--- config.mk ---
export PLATFORM = sky130hd
export DESIGN_NAME = truth_table_sweeper
export DESIGN_NICKNAME = d
export VERILOG_FILES = /design/src/rtl/truth_table_sweeper_pkg.sv /design/src/rtl/truth_table_sweeper_settle_timer.sv /design/src/rtl/truth_table_sweeper.sv
export SDC_FILE = /design/constraint.sdc
export NUM_CORES = 1
export LEC_CHECK = 0
export BUFFER_PORTS_ARGS = -buffer_cell sky130_fd_sc_hd__buf_2
export CORE_MARGIN = 8
export CORE_UTILIZATION = 41
export CTS_CLUSTER_SIZE = 30
export DETAILED_ROUTE_END_ITERATION = 10
export PLACE_DENSITY = 0.6
export SLEW_MARGIN = 10
export SYNTH_ARGS = -nofsm -noshare
export SYNTH_HDL_FRONTEND = slang
export SYNTH_SLANG_ARGS = --single-unit
export TNS_END_PERCENT = 100
--- constraint.sdc ---
create_clock -name clk -period 1.9 [get_ports clk]
set_input_delay 0.19 -clock clk [delete_from_list [all_inputs] [get_ports clk]]
set_output_delay 0.19 -clock clk [all_outputs]
set_load 0.02 [all_outputs]
--- src/rtl/truth_table_sweeper_pkg.sv ---
// Shared types and sizing for the truth-table sweep engine.
package truth_table_sweeper_pkg;

    localparam int unsigned MINTERMS = 16;
    localparam int unsigned IDX_W    = 4;
    localparam int unsigned CNT_W    = 5;

    typedef enum logic [1:0] {
        StIdle,
        StWait,
        StSample,
        StDone
    } state_e;

endpackage

--- src/rtl/truth_table_sweeper_settle_timer.sv ---
// Settle down-counter: loaded with SETTLE as the FSM enters WAIT, then counts
// down while enabled. zero marks the final WAIT cycle, where the count reaches
// zero at the closing edge.
module truth_table_sweeper_settle_timer
    import truth_table_sweeper_pkg::*;
#(
    parameter int unsigned SETTLE = 1
) (
    input  logic clk,
    input  logic rst_n,
    input  logic load,
    input  logic en,
    output logic zero
);

    logic [IDX_W-1:0] cnt_q, cnt_d;

    // Load on WAIT entry, otherwise count down while WAIT is active.
    always_comb begin
        cnt_d = cnt_q;
        if (load) begin
            cnt_d = IDX_W'(SETTLE);
        end else if (en && (cnt_q != '0)) begin
            cnt_d = cnt_q - IDX_W'(1);
        end
    end

    // Counter register.
    always_ff @(posedge clk or negedge rst_n) begin
        if (!rst_n) begin
            cnt_q <= '0;
        end else begin
            cnt_q <= cnt_d;
        end
    end

    assign zero = en && (cnt_q <= IDX_W'(1));

endmodule

--- src/rtl/truth_table_sweeper.sv ---
// Sweeps all 16 minterms onto {x,y,w,z}, captures two function outputs into
// truth tables and reports mismatch count, first mismatch and equivalence.
module truth_table_sweeper
    import truth_table_sweeper_pkg::*;
#(
    parameter int unsigned SETTLE = 1
) (
    input  logic                clk,
    input  logic                rst_n,
    input  logic                start,
    output logic                x,
    output logic                y,
    output logic                w,
    output logic                z,
    input  logic                s1,
    input  logic                s2,
    output logic                busy,
    output logic                done,
    output logic [MINTERMS-1:0] tt1,
    output logic [MINTERMS-1:0] tt2,
    output logic [CNT_W-1:0]    mism_cnt,
    output logic [IDX_W-1:0]    first_mism,
    output logic                equal
);

    state_e              state_q, state_d;
    logic [IDX_W-1:0]    idx_q, idx_d;
    logic [IDX_W-1:0]    vec_q, vec_d;
    logic [MINTERMS-1:0] tt1_q, tt1_d;
    logic [MINTERMS-1:0] tt2_q, tt2_d;
    logic [CNT_W-1:0]    cnt_q, cnt_d;
    logic [IDX_W-1:0]    first_q, first_d;
    logic                equal_q, equal_d;
    logic                timer_load;
    logic                timer_zero;

    truth_table_sweeper_settle_timer #(
        .SETTLE (SETTLE)
    ) u_settle_timer (
        .clk   (clk),
        .rst_n (rst_n),
        .load  (timer_load),
        .en    (state_q == StWait),
        .zero  (timer_zero)
    );

    // Next-state, index stepping and result accumulation.
    always_comb begin
        state_d    = state_q;
        idx_d      = idx_q;
        tt1_d      = tt1_q;
        tt2_d      = tt2_q;
        cnt_d      = cnt_q;
        first_d    = first_q;
        equal_d    = equal_q;
        timer_load = 1'b0;

        unique case (state_q)
            StIdle: begin
                if (start) begin
                    tt1_d   = '0;
                    tt2_d   = '0;
                    cnt_d   = '0;
                    first_d = '0;
                    equal_d = 1'b0;
                    idx_d   = '0;
                    if (SETTLE > 0) begin
                        state_d    = StWait;
                        timer_load = 1'b1;
                    end else begin
                        state_d = StSample;
                    end
                end
            end
            StWait: begin
                if (timer_zero) begin
                    state_d = StSample;
                end
            end
            StSample: begin
                tt1_d[idx_q] = s1;
                tt2_d[idx_q] = s2;
                if (s1 != s2) begin
                    cnt_d = cnt_q + CNT_W'(1);
                    // Count still zero means this is the first mismatch.
                    if (cnt_q == '0) begin
                        first_d = idx_q;
                    end
                end
                if (idx_q == IDX_W'(MINTERMS - 1)) begin
                    state_d = StDone;
                    // Includes the final sample so equal is valid in the DONE cycle.
                    equal_d = (cnt_d == '0);
                end else begin
                    idx_d = idx_q + IDX_W'(1);
                    if (SETTLE > 0) begin
                        state_d    = StWait;
                        timer_load = 1'b1;
                    end
                end
            end
            StDone: begin
                state_d = StIdle;
            end
            default: begin
                state_d = StIdle;
            end
        endcase
    end

    // Minterm output register follows the index only while sweeping.
    always_comb begin
        vec_d = '0;
        if ((state_d == StWait) || (state_d == StSample)) begin
            vec_d = idx_d;
        end
    end

    // State, index and result registers.
    always_ff @(posedge clk or negedge rst_n) begin
        if (!rst_n) begin
            state_q <= StIdle;
            idx_q   <= '0;
            vec_q   <= '0;
            tt1_q   <= '0;
            tt2_q   <= '0;
            cnt_q   <= '0;
            first_q <= '0;
            equal_q <= 1'b0;
        end else begin
            state_q <= state_d;
            idx_q   <= idx_d;
            vec_q   <= vec_d;
            tt1_q   <= tt1_d;
            tt2_q   <= tt2_d;
            cnt_q   <= cnt_d;
            first_q <= first_d;
            equal_q <= equal_d;
        end
    end

    assign {x, y, w, z} = vec_q;
    assign busy         = (state_q == StWait) || (state_q == StSample);
    assign done         = (state_q == StDone);
    assign tt1          = tt1_q;
    assign tt2          = tt2_q;
    assign mism_cnt     = cnt_q;
    assign first_mism   = first_q;
    assign equal        = equal_q;

endmodule
-- Yosys cells after proc, flatten, opt, wreduce, memory -nomap -nowiden
Index checks and enable logic that the tools add are counted.
- register bits: 56
- output and inout port bits: 48
- add/subtract/negate cells: 3
- $lt $le $gt $ge: 3
- equal/unequal tests: 11
- multiplexer cells: 31
- reduce and logical (&&, ||, !) cells: 14
- operators with widths (kind ; number):
    one-hot mux 16 bit (2 select lines) ; 2
    bitwise mux 16 bit ; 2
    two-way mux 4 bit ; 8
    two-way mux 16 bit ; 1
    one-hot mux 4 bit (2 select lines) ; 2
    two-way mux 5 bit ; 3
    zero test 5 bit ; 2
    one-hot mux 5 bit (2 select lines) ; 1
    inequality test 2 bit, second input constant ; 4
    one-hot mux 2 bit (4 select lines) ; 1
    equality test 2 bit, second input constant ; 3
    two-way mux 2 bit ; 3
    adder 5 x 1 -> 5 bit, second input constant ; 1
    < comparator 4 x 5 -> 1 bit, second input constant ; 1
    two-way mux 1 bit ; 5
    adder 4 x 1 -> 4 bit, second input constant ; 1
    demux 1 bit (select 4 bit) ; 1
    equality test 2 x 1 -> 1 bit, second input constant ; 2
    equality test 4 bit, second input constant ; 1
    greater-or-equal comparator 4 x 1 -> 1 bit, second input constant ; 1
    <= comparator 4 x 1 -> 1 bit, second input constant ; 1
    one-hot mux 1 bit (2 select lines) ; 2
    AND reduction 4 bit ; 1
    nonzero test 2 bit ; 2
    8 further kinds ; 11

-- Longest topological paths before layout
- depth after elaboration: 7
- gate-level depth with buffers: 8

-- Modules after synthesis
From an unflattened synthesis, not the netlist that was laid out.
- cell total of the unflattened synthesis: 279
- area, all modules: 2746.4 um^2
- modules (own cells, without submodules) (module ; times used ; cells an instance ; area each (um^2) ; seq. area each (um^2)):
    truth_table_sweeper ; 1 ; 253 ; 2487.4 ; 1301.2
    truth_table_sweeper_settle_timer ; 1 ; 26 ; 259.0 ; 100.1

-- Worst setup path before layout
OpenSTA, ideal clock, no wires.
- path kind: register to register
- start point: reg state_q[0]
- end point: reg vec_q[0]
- setup time: 0.123 ns
- data arrival time: 1.607 ns
- setup slack: 0.170 ns
- cell stages (with the launch flop): 8
- buffers on the path: 0
- period minus slack after synthesis: 1.730 ns
- cell sequence: dfrtp_1 inv_1 ha_1 and2b_1 a22oi_1 or3_1 a21oi_2 nor2_1
- cells in the longest elaborated chain, start to end: 7
- elaborated cells between the ends (all ways): 13
- those cells by class: eq/ne (5); mux (5); reduce/logical (3)
- RTL lines (element ; line ; source):
    from (decl) ; truth_table_sweeper.sv:26 ; state_e state_q, state_d;
    from (signal assigned) ; truth_table_sweeper.sv:122 ; state_q <= StIdle;
    from (signal assigned) ; truth_table_sweeper.sv:131 ; state_q <= state_d;
    equality test 2 x 1 -> 1 bit ; truth_table_sweeper.sv:43, truth_table_sweeper.sv:58 ;
    logical AND 1 bit ; truth_table_sweeper_settle_timer.sv:37 ; assign zero = en && (cnt_q <= IDX_W'(1));
    two-way mux 2 bit ; truth_table_sweeper.sv:76 ; if (timer_zero) begin
    one-hot mux 2 bit (4 select lines) ; truth_table_sweeper.sv:58 ; unique case (state_q)
    equality test 2 x 1 -> 1 bit / equality test 2 bit (equally long branches) ; truth_table_sweeper.sv:114 ; if ((state_d == StWait) || (state_d == StSample)) begin
    logical OR 1 bit ; truth_table_sweeper.sv:114 ;
    two-way mux 4 bit (*) ; truth_table_sweeper.sv:114 ;
    via vec_d[0] ; truth_table_sweeper.sv:28 ; logic [IDX_W-1:0] vec_q, vec_d;
    to (signal assigned) ; truth_table_sweeper.sv:133 ; vec_q <= vec_d;
    to (decl) ; truth_table_sweeper.sv:28 ;
The timed path passes the listed nets; every way through them passes the cells marked *.
A chain may end at the register's enable or synchronous reset.

-- Worst setup path after layout
- start point: reg state_q[1]
- end point: reg vec_q[0]
The elaborated chain is that of the path after synthesis.

==> flow_summary.toml <==
[floorplanning]
floorplan.initialDensity_pct = 42.4
die_width_um = 97.3
io_pins = 53
die_area_um2 = 9470
core_um2 = 6390
rows = 29
die_y_um = 97.3

[synth]
synth_common_cells = "dfrtp_1 (56), inv_1 (40), nand2_1 (35)"
synth_xor_area_share_pct = 2.86
synth_top_family_by_area = "compound AO/OA/AOI/OAI gates"
ys_seq_area_share_pct = 51.7
synth.area.mux_share_pct = 0.739
yosysWarnings = 0
syn_area_um2 = 2710
postSynth.asyncResetShare_pct = 100
synth_area_leader_cell = "dfrtp_1"
synth_edf_count = 0
synth_most_common_cell = "dfrtp_1"
synth_compound_area_share_pct = 18.3
syn_area_per_cell_um2 = 9.48
ys.flop_type = "dfrtp_1"
yosysUniqueCellTypes = 36
yosysTopAreaCellShare_pct = 51.7
synthCells = 286
yosys-top-cells-area = "dfrtp_1 (52%), o22ai_1 (7.2%), ha_1 (6.0%), inv_1 (5.5%), nand2_1 (4.8%)"
syn_nets = 304
synthAdderAreaFrac_pct = 6.00
synthSimpleGateAreaFrac_pct = 13.2
postSynthRegisterBits = 56

[drt]
wl_mm = 6.49
ant_nets = 0
via_count = 2229
post_drt_wl_per_cell_um = 15.0
drt_first_iter_violations = 126
drc_errors = 0
firstDrtPassIters = 4
drt-vias-per-instance = 5.17

[clock_tree]
cts.sinks = 56
tritoncts = "done"
numCtsBuffers = 5
clk_pin_slew_ns = 0.10
clockRootBuffer = "clkbuf_8"
clk_latency_ns = 0.32
post_cts_buffers = 0
cts_buffer_depth = 2
htreeDepth = 2

[pwr]
leakage_nw = 1.64
p_total_mw = 3.78
irDropWorstVdd_mv = 0.633
power.density_nw_per_um2 = 1140

[worst_setup_path]
r2r_start = "state_q[1]"
arrival_ns = 1.94
critical-path-top-delay-family = "simple AND/OR/NAND/NOR gates"
worstReg2RegEnd = "vec_q[0]"
setup.worst_path.end_class = "flip-flop"
path_cells = "inv_1 -> ha_4 -> and2b_1 -> a22oi_1 -> or3_1 -> a21oi_2 -> nor2_1"
path_buf_inv = 1
crit_fanout = 7
critPathRequiredTime_ns = 2.10
startpoint = "state_q[1]"
critPathLaunchType = "flip-flop"
setup.worst_path.class = "flip-flop to flip-flop"
critical_path.max_stage_delay_ns = 0.41
ff2ff_path_depth = 7
cp.depth = 7
cp_slowest_cell = "dfrtp_1"
r2r_slack_ns = 0.16
cp-endpoint = "vec_q[0]"

[sta]
worst_pin_slew_ns = 0.535
skew_ns = 0.0126
holdWs_ns = 0.155
finalWorstPathRequiredPeriod_ns = 1.74
fmax_ghz = 0.575
maxSlewHeadroom_pct = 64.3
maxSlewViolCount = 0
rsz0062_at_grt = "no"
period_share_pct = 91.6
finalSetupTns_ns = 0
setup_viol = 0
hold_viol = 0

[layout]
final_util_pct = 52.1
fillCellCount = 598
area_growth_pct = 22.8
diodes = 0
fin_nets = 371
layout-drive-gt1-share_pct = 23.2

[placement]
io_buffers = 52
gp_congestion = 0.871
dp_hpwl_mm = 4.77

[global_route]
grt_overflow = 0
first_global_vias = 2210
track_usage_pct = 13.9
grt_max_degree = 36
grt_pass1_wl_mm = 10.9
antenna_found_initial = 0

[run_status]
outcome = "complete, no violations"

[run]
maxCapViolCount = 0

[min_path]
hp-class = "primary input to flip-flop"
==> sequential cells by signal (all words and copies together), names as in the netlist <==
| name | count |
|---|---|
| first_mism | 4 |
| state_q | 2 |
| tt1 | 16 |
| tt2 | 16 |
| vec_q | 4 |
| u_settle_timer.cnt_q | 4 |
| equal | 1 |
| mism_cnt | 5 |
| idx_q | 4 |
==> repair_timing <==
| action | in CTS | in global routing |
|---|---|---|
| endpoints found under the setup margin | 0 | 4 |
| hold buffers | 1 | 0 |
| resized for setup | 0 | 2 |
| hold endpoints to repair | 21 | 0 |
==> through the flow <==
stage / instance area (µm²) / setup WS (ns) / std cells
detailed placement: 3190 / 0.0757 / 422
floorplan: 2710 / 0.170 / 286
global route: 3330 / 0.00111 / 431
global placement: 3190 / 0.0978 / 422
finish: 3330 / 0.159 / 431
CTS: 3310 / 0.0504 / 431
==> layout make-up <==
cell class	count	area (µm²)	area share, %
Tap cell	77	96.3	2.90
Clock buffer	5	68.8	2.07
Clock inverter	3	47.5	1.43
Multi-Input combinational cell	180	1130	33.9
Inverter	40	150	4.51
Timing Repair Buffer	70	435	13.1
Sequential cell	56	1400	42.1
==> worst min path at each step <==
stage / depth (start not counted) / slack (ns) / to / startpoint
after floorplan: 0 / -0.11 / equal / rst_n
after global placement: 1 / 0.20 / tt2[1] / rst_n
after detailed placement: 1 / 0.20 / tt2[1] / rst_n
after CTS: 3 / 0.15 / u_settle_timer.cnt_q[0] / start
after global routing: 3 / 0.16 / u_settle_timer.cnt_q[0] / start
final: 3 / 0.16 / u_settle_timer.cnt_q[0] / start
==> kinds of logic (layout without fill, tap and decap cells) <==
family          count (synthesis)  after routing
mux                             2              2
flops                          56             56
simple gates                   78             78
fa+ha+maj                      13             13
buf+inv                        50            118
xor+xnor                        8              8
compound gates                 79             79
==> layout by cell type (no fill, tap or decap), types with 11 or more instances in the layout <==
| cell type | count |
|---|---|
| buf_2 | 52 |
| buf_4 | 14 |
| inv_1 | 40 |
| a21oi_1 | 18 |
| o22ai_1 | 31 |
| dfrtp_1 | 56 |
| o21ai_0 | 11 |
| nor2_1 | 16 |
| ha_1 | 12 |
| nand2_1 | 35 |
==> where the power goes <==
group / switching [mW] / leakage (nW) / internal, mW
Sequential: 0.0932 / 0.771 / 1.32
Combinational: 0.961 / 0.815 / 0.606
Clock: 0.402 / 0.0583 / 0.398
Total: 1.46 / 1.64 / 2.33
==> metal layers <==
metal	global-route usage, %	share of wire [%]
met1	17.1	46
met5	0	0
met3	4.34	6.3
met2	22.7	47
met4	4.20	1.1
==> worst register-to-register path: stages, from the launching register on <==
cell	delay, ns
dfrtp_1	0.41
inv_1	0.13
ha_4	0.18
and2b_1	0.19
a22oi_1	0.11
or3_1	0.34
a21oi_2	0.19
nor2_1	0.07
No activity file was read; power rests on OpenSTA's default activity.
